File: config.mk
export PLATFORM = sky130hd
export DESIGN_NAME = kernel_weight_writer
export DESIGN_NICKNAME = d
export VERILOG_FILES = /design/src/rtl/kernel_pkg.sv /design/src/rtl/kernel_checksum_acc.sv /design/src/rtl/kernel_weight_writer.sv
export SDC_FILE = /design/constraint.sdc
export NUM_CORES = 1
export LEC_CHECK = 0
export CAP_MARGIN = 5
export CORE_ASPECT_RATIO = 0.75
export CORE_UTILIZATION = 43
export CTS_CLUSTER_DIAMETER = 200
export DETAILED_ROUTE_END_ITERATION = 8
export PLACE_DENSITY = 0.76
export SYNTH_ARGS = -nofsm -noshare
export SYNTH_HDL_FRONTEND = slang
export SYNTH_SLANG_ARGS = --single-unit
File: constraint.sdc
create_clock -name clk_i -period 1.8 [get_ports clk_i]
set_clock_uncertainty 0.1 [all_clocks]
set_input_delay 0.36 -clock clk_i [delete_from_list [all_inputs] [get_ports clk_i]]
set_output_delay 0.36 -clock clk_i [all_outputs]
set_load 0.01 [all_outputs]
File: src/rtl/kernel_pkg.sv
// +----------------------------------------------------------------------------+
// | Package : kernel_pkg                                                       |
// | Shared types for the CNN kernel weight store (writer and reader sides).    |
// | Revision: 1.0                                                              |
// +----------------------------------------------------------------------------+
`default_nettype none

package kernel_pkg;

  localparam int K_SIZE_3X3 = 9;
  localparam int WEIGHT_W   = 16;

  typedef logic [WEIGHT_W-1:0] weight_t;

  typedef enum logic [2:0] {
    IDLE  = 3'd0,
    LOAD  = 3'd1,
    CHECK = 3'd2,
    DRAIN = 3'd3,
    DONE  = 3'd4
  } kw_state_e;

endpackage

`default_nettype wire

File: src/rtl/kernel_checksum_acc.sv
// +----------------------------------------------------------------------------+
// | Module  : kernel_checksum_acc                                              |
// | Running sum (mod 2^WIDTH) of accepted kernel weights.                      |
// | Used only when KERNEL_WRITER_CHECKSUM_EN is defined.                       |
// | Revision: 1.0                                                              |
// +----------------------------------------------------------------------------+
`default_nettype none

module kernel_checksum_acc #(
  parameter int WIDTH = 16
) (
  input  logic             clk_i,
  input  logic             rst_i,
  input  logic             clear_i,
  input  logic             add_en_i,
  input  logic [WIDTH-1:0] data_i,
  output logic [WIDTH-1:0] sum_o
);

  logic [WIDTH-1:0] sum_q;

  // Clear at kernel start, otherwise add each accepted weight (natural wrap)
  always_ff @(posedge clk_i) begin
    if (rst_i || clear_i) begin
      sum_q <= '0;
    end else if (add_en_i) begin
      sum_q <= sum_q + data_i;
    end
  end

  assign sum_o = sum_q;

endmodule

`default_nettype wire

File: src/rtl/kernel_weight_writer.sv
// +----------------------------------------------------------------------------+
// | Module  : kernel_weight_writer                                             |
// | Write side of the kernel weight store: takes a valid/ready stream of       |
// | K_SIZE weights and issues one registered RAM write per weight, reporting   |
// | short/long frames through a sticky error flag.                             |
// | Optional: KERNEL_WRITER_CHECKSUM_EN adds a trailing checksum word.         |
// | Revision: 1.0                                                              |
// +----------------------------------------------------------------------------+
`default_nettype none

module kernel_weight_writer
  import kernel_pkg::*;
#(
  parameter  int WIDTH  = WEIGHT_W,
  parameter  int K_SIZE = K_SIZE_3X3,
  localparam int AW     = $clog2(K_SIZE)
) (
  input  logic             clk_i,
  input  logic             rst_i,
  input  logic             start_i,
  input  logic             s_valid_i,
  output logic             s_ready_o,
  input  logic [WIDTH-1:0] s_data_i,
  input  logic             s_last_i,
  output logic             w_en_o,
  output logic [AW-1:0]    w_addr_o,
  output logic [WIDTH-1:0] w_data_o,
  output logic             busy_o,
  output logic             done_o,
  output logic             err_o
);

  localparam logic [AW-1:0] c_last_idx = AW'(K_SIZE - 1);

  kw_state_e        state_q;
  logic [AW-1:0]    count_q;
  logic             w_en_q;
  logic [AW-1:0]    w_addr_q;
  logic [WIDTH-1:0] w_data_q;
  logic             done_q;
  logic             err_q;
  logic             w_hs;

  // Stream is open while loading, checking or discarding a frame
  assign s_ready_o = (state_q == LOAD) || (state_q == CHECK) || (state_q == DRAIN);
  assign w_hs      = s_valid_i && s_ready_o;

`ifdef KERNEL_WRITER_CHECKSUM_EN
  logic [WIDTH-1:0] w_sum;

  kernel_checksum_acc #(
    .WIDTH (WIDTH)
  ) u_checksum_acc (
    .clk_i    (clk_i),
    .rst_i    (rst_i),
    .clear_i  ((state_q == IDLE) && start_i),
    .add_en_i ((state_q == LOAD) && w_hs),
    .data_i   (s_data_i),
    .sum_o    (w_sum)
  );
`endif

  // Frame FSM with write port, done pulse and sticky error registers
  always_ff @(posedge clk_i) begin
    if (rst_i) begin
      state_q  <= IDLE;
      count_q  <= '0;
      w_en_q   <= 1'b0;
      w_addr_q <= '0;
      w_data_q <= '0;
      done_q   <= 1'b0;
      err_q    <= 1'b0;
    end else begin
      w_en_q <= 1'b0;
      done_q <= 1'b0;
      case (state_q)
        IDLE: begin
          if (start_i) begin
            state_q <= LOAD;
            count_q <= '0;
            err_q   <= 1'b0;
          end
        end
        LOAD: begin
          if (w_hs) begin
            w_en_q   <= 1'b1;
            w_addr_q <= count_q;
            w_data_q <= s_data_i;
            if (count_q != c_last_idx) begin
              count_q <= count_q + AW'(1);
              if (s_last_i) begin
                err_q   <= 1'b1;
                state_q <= IDLE;
              end
            end else begin
`ifdef KERNEL_WRITER_CHECKSUM_EN
              // The checksum word must follow, so s_last here ends the frame early
              if (s_last_i) begin
                err_q   <= 1'b1;
                state_q <= IDLE;
              end else begin
                state_q <= CHECK;
              end
`else
              if (s_last_i) begin
                state_q <= DONE;
              end else begin
                err_q   <= 1'b1;
                state_q <= DRAIN;
              end
`endif
            end
          end
        end
        CHECK: begin
`ifdef KERNEL_WRITER_CHECKSUM_EN
          if (w_hs) begin
            if (s_data_i != w_sum) begin
              err_q   <= 1'b1;
              state_q <= IDLE;
            end else if (s_last_i) begin
              state_q <= DONE;
            end else begin
              err_q   <= 1'b1;
              state_q <= DRAIN;
            end
          end
`else
          state_q <= IDLE;
`endif
        end
        DRAIN: begin
          if (w_hs && s_last_i) begin
            state_q <= IDLE;
          end
        end
        DONE: begin
          // DONE overlaps the final write cycle; the pulse lands one cycle later
          done_q  <= 1'b1;
          state_q <= IDLE;
        end
        default: state_q <= IDLE;
      endcase
    end
  end

  assign w_en_o   = w_en_q;
  assign w_addr_o = w_addr_q;
  assign w_data_o = w_data_q;
  assign busy_o   = (state_q != IDLE);
  assign done_o   = done_q;
  assign err_o    = err_q;

endmodule

`default_nettype wire

Word-level counts from Yosys, hierarchy flattened
Cells that the tools add are included.

Shift operators: 0. Add/sub/neg operators: 1. Magnitude comparators: 0. Equality and inequality tests: 11. Bitwise operators: 1. Mux-type cells: 19. Multiply operators: 0. Div/mod/pow operators: 0. Reductions and logical operators: 12.

Operators by type and width (count): 3-bit two-way mux (6); 4-bit two-way mux (3); 3-bit case mux with 3 select lines (1); 4-bit case mux with 2 select lines (1); 4-bit AND reduction (2); 1-bit two-way mux (7); 3-bit by 2-bit == test with 1-bit output, second input constant (2); 5-bit AND reduction (1); 4-bit by 1-bit adder with 4-bit output, second input constant (1); 2-bit by 1-bit != test with 1-bit output, second input constant (2); 2-bit != test, second input constant (2); 4-bit != test, second input constant (1); 3-bit by 1-bit == test with 1-bit output, second input constant (1); 3-bit == test, second input constant (1); 3-bit logical NOT (1); 3-bit by 2-bit != test with 1-bit output, second input constant (1); 3-bit != test, second input constant (1); 3-bit nonzero test (1); 1-bit logical AND (2); 1-bit logical OR (2); 1-bit case mux with 2 select lines (1); 2-bit AND reduction (1); 2-bit nonzero test (1); 2-bit OR reduction (1); 1-bit inverter (1).

ROM bits: 0. Word-level logic and storage cells: 51. Memories: 0. Bits in latches: 0. Register bits: 30. Memory bits (writable): 0. Output and inout bits: 25. Input port bits: 21.

Longest topological paths before layout
Word-level depth: 7. Depth in mapped cells: 5. Gate-level depth less buffers: 5.

Worst setup path before layout
OpenSTA, ideal clock, no wires.

Kind: register to register. From: register count_q[0]. To: register count_q[2]. Setup slack: 185 ps. Period minus slack after synthesis: 1615 ps. Setup time: 70 ps. Required time: 1630 ps. Path buffers: 0. Arrival time: 1445 ps. Stages on the path, launching flop included: 6. Path through: dfxtp_1 inv_1 ha_1 and4b_2 or4_1 a21oi_1.

Cells in the longest elaborated chain, start to end: 4. Elaborated cells on any way between the ends: 7. Those cells by class: add/sub (1); eq/ne (2); mux (3); reduce/logical (1).

RTL lines: from (decl) (line kernel_weight_writer.sv:36) `logic [AW-1:0] count_q;`; from (signal assigned) (line kernel_weight_writer.sv:90) `count_q <= count_q + AW'(1);`; 4-bit by 1-bit adder with 4-bit output (line kernel_weight_writer.sv:90); 4-bit two-way mux (line kernel_weight_writer.sv:89) `if (count_q != c_last_idx) begin`; 4-bit two-way mux (line kernel_weight_writer.sv:85) `if (w_hs) begin`; 4-bit case mux with 2 select lines (line kernel_weight_writer.sv:76) `case (state_q)`.

Parallel ways exist; a longest one is shown, timed or not. The select of a mux whose other input is x is not followed. A chain may end at the register's enable or synchronous reset.

Final worst setup path
From: input port s_valid_i. To: register w_data_q[13], in the netlist w_data_o[13].

Cells in the longest elaborated chain, start to end: 2.

RTL lines: from (decl) (line kernel_weight_writer.sv:21) `input logic s_valid_i,`; 1-bit logical AND (line kernel_weight_writer.sv:46) `assign w_hs = s_valid_i && s_ready_o;`; 2-bit AND reduction (no source line); to (signal assigned) (line kernel_weight_writer.sv:88) `w_data_q <= s_data_i;`; to (decl) (line kernel_weight_writer.sv:39) `logic [WIDTH-1:0] w_data_q;`.

Every way passes these cells.

==> metrics.txt <==
area leader, netlist=dfxtp_1; CTS sink cnt=30; Reg2Reg Depth=5; synthesis-stage register bit count=30; Post-DP Area=~0.0018 mm2; status=complete, no violations; Nets=around 220; syn_area_per_cell=between 8 and 9 um2; root buf cell=clkbuf_8; IO buf count=45; GPL Wtd Cong=~0.82; diode count=0; Slew HR=0.730; ordered list of cells on the worst path=clkdlybuf4s50_1 > or4bb_2 > buf_12 > nand2_1 > a21oi_1; DRC Markers=0; Cell variety after synth=31; Std-Cell Rows=16; crit path DAT=between 1500 and 2000 ps; first-pass GRT wire length=5060 um; Initial DRC Count=38; WP data required=approximately 1900 ps; area delta synth->final=49.5%; Max Fclk=~570 MHz; CTS tree=built; Hold Crit Class=reg -> reg; Most used DFF post-synth=dfxtp_1; Setup CP Type=in -> reg; die width=64.4 um; sequential area share after synthesis=0.479; CTS Buffer Depth=2; Initial Utilization=0.467; WL final=3080 um; syn_nets=170; largest net degree at the start of global routing=23; Hold Path Sink=w_data_o[5]$_SDFFE_PP0P_; Inserted Clock Buffers=5; Slowest-stage cell, CP=or4bb_2; Yosys top cell area share=0.479; Gate Count Post-Synth=~150; gr ovfl total=0; area of the die=roughly 0.0031 mm2; clock slew at reported path FFs=roughly 50 ps; Syn Std Cell Area=roughly 0.0013 mm2; DR WL/cell=13.1 um; via count=approximately 1200; Finished Core Util=0.699; fin crit period=1750 ps; Final Power=approximately 0.0014 W; Finished Cell Area=roughly 0.0019 mm2; R2R Path Start=count_q[1]$_SDFFE_PP0P_; Critical Path Sink Type=register; Worst Max-Slew Pin Slew=403 ps; Power Density=768 mW/mm2; EDFF count, synth=0; core box area=between 0.002 and 0.003 mm2; crit-path max FO=21; Hold Path Depth=2; DRT Pass-1 Iters=4; initial antenna violation count=0; Final Hold Viols=0; Worst R2R Setup Slack=roughly 60 ps; Hold Startpoint=w_data_o[5]$_SDFFE_PP0P_; Largest stage delay, worst path=approximately 650 ps; count of endpoints failing setup in the final report=0; Die Ht=roughly 49 um; Pleak=about 0.7 nW; RSZ-0062 raised after global routing=false; share of layout cells above drive strength 1=0.140; Final ANT Viol Nets=0; startpoint types=input port; Post-DP HPWL=2250 um; Vias/cell=about 5.2; r2r endpoint=count_q[2]$_SDFFE_PP0P_; Synth area leaders=dfxtp_1, nand2_1, a21oi_1; Worst-Skew Late Latency=around 270 ps; maximum vdd drop=approximately 0.40 mV; Warnings, synthesis=0; Setup Fix Bufs, Post-CTS=0; # H-tree levels=2; Tot GR Track Use=0.213; number of global-route vias before repair=between 1000 and 1500; Final Cycle Share=0.970; FFs w/ async S/R, synth=0; Slew Viols, Final=0; IO Pins=46; Max Cap Violations=0
## critical path: cells and delay by family
| kind | cells | cell delay, ps |
|---|---|---|
| and+or+nand+nor | 2 | 720 |
| buffers and inverters | 2 | 650 |
| AOI/OAI and AO/OA | 1 | 60 |
## through the flow
stage / instances / setup TNS [ps] / setup WS, ps / hold WS, ps
2_1_floorplan: 147 / 0 / 185 / 370
3_3_place_gp: 229 / -4350 / -207 / 341
3_5_place_dp: 229 / -4840 / -237 / 350
4_1_cts: 236 / 0 / 1.71 / 358
5_1_grt: 236 / 0 / 2.82 / 365
6_report: 236 / 0 / 53.6 / 354
## sequential cells by signal (all words and copies together), names as in the netlist
signal	count
w_addr_o	4
count_q	4
w_data_o	16
state_q	3
done_o	1
err_o	1
w_en_o	1
## layout by cell type (no fill, tap or decap), types with 2 or more instances in the layout
master,n
or4_1,2
clkbuf_1,2
nand4_1,2
a22oi_1,2
ha_1,2
dfxtp_1,27
clkdlybuf4s50_1,43
and4bb_2,2
inv_1,4
buf_4,8
clkbuf_8,5
a21oi_1,25
nor2_1,3
nor4b_1,3
o31ai_1,4
and3_1,2
dfxtp_2,3
nand2_1,41
buf_12,2
## layer usage
metal / GRT usage / part of all wire / vias to the layer above
met4: 0.100 / 0.0068 / 0
met3: 0.0708 / 0.059 / 2
met2: 0.372 / 0.51 / 37
met5: 0 / 0 / -
li1: - / - / 614
met1: 0.231 / 0.42 / 580
## what timing repair did
item	in CTS	in global routing
resized for setup	5	4
endpoints found under the setup margin	2	2
hold buffers	0	0
## area by class of cell
class	instances	area, um2
clock buffers	7	76.3
inverters	4	15.0
multi-input cells	104	589
well taps	36	45.0
fillers	227	808
repair buffers	55	544
flip-flops and latches	30	604
## how the worst max path moves through the flow
stage	startpoint	endpoint	slack, ps	cells past startpoint
finish	s_valid_i	w_data_o[13]$_SDFFE_PP0P_	50	5
global route	count_q[1]$_SDFFE_PP0P_	count_q[2]$_SDFFE_PP0P_	3	5
CTS	state_q[2]$_SDFFE_PP0P_	busy_o	2	2
detailed placement	s_valid_i	w_data_o[13]$_SDFFE_PP0P_	-240	5
global placement	s_valid_i	w_data_o[1]$_SDFFE_PP0P_	-210	5
floorplan	count_q[0]$_SDFFE_PP0P_	count_q[2]$_SDFFE_PP0P_	190	5
## cells in the mapped netlist (2+ instances only)
cell / n
a21oi_1: 26
or4_1: 2
and3_1: 2
inv_1: 4
nor2_1: 4
and4bb_2: 2
clkbuf_1: 4
dfxtp_1: 30
o31ai_1: 4
ha_1: 2
nand2_1: 41
a22oi_1: 2
buf_2: 3
nand4_1: 2
nor4b_1: 3
## where the power goes
group | internal [W] | switching, W
sequential | 0.000691 | 0.0000174
clock | 0.000265 | 0.000213
combinational | 0.000138 | 0.000114
## cells by family after synthesis
logic type,synth area share
and+or+nand+nor,0.268
AOI/OAI and AO/OA,0.153
buffers and inverters,0.0559
muxes,0.0170
adders and majority gates,0.0200
xor gates and xnor gates,0.00699
DFF,0.479
No activity file was read; power rests on OpenSTA's default activity.
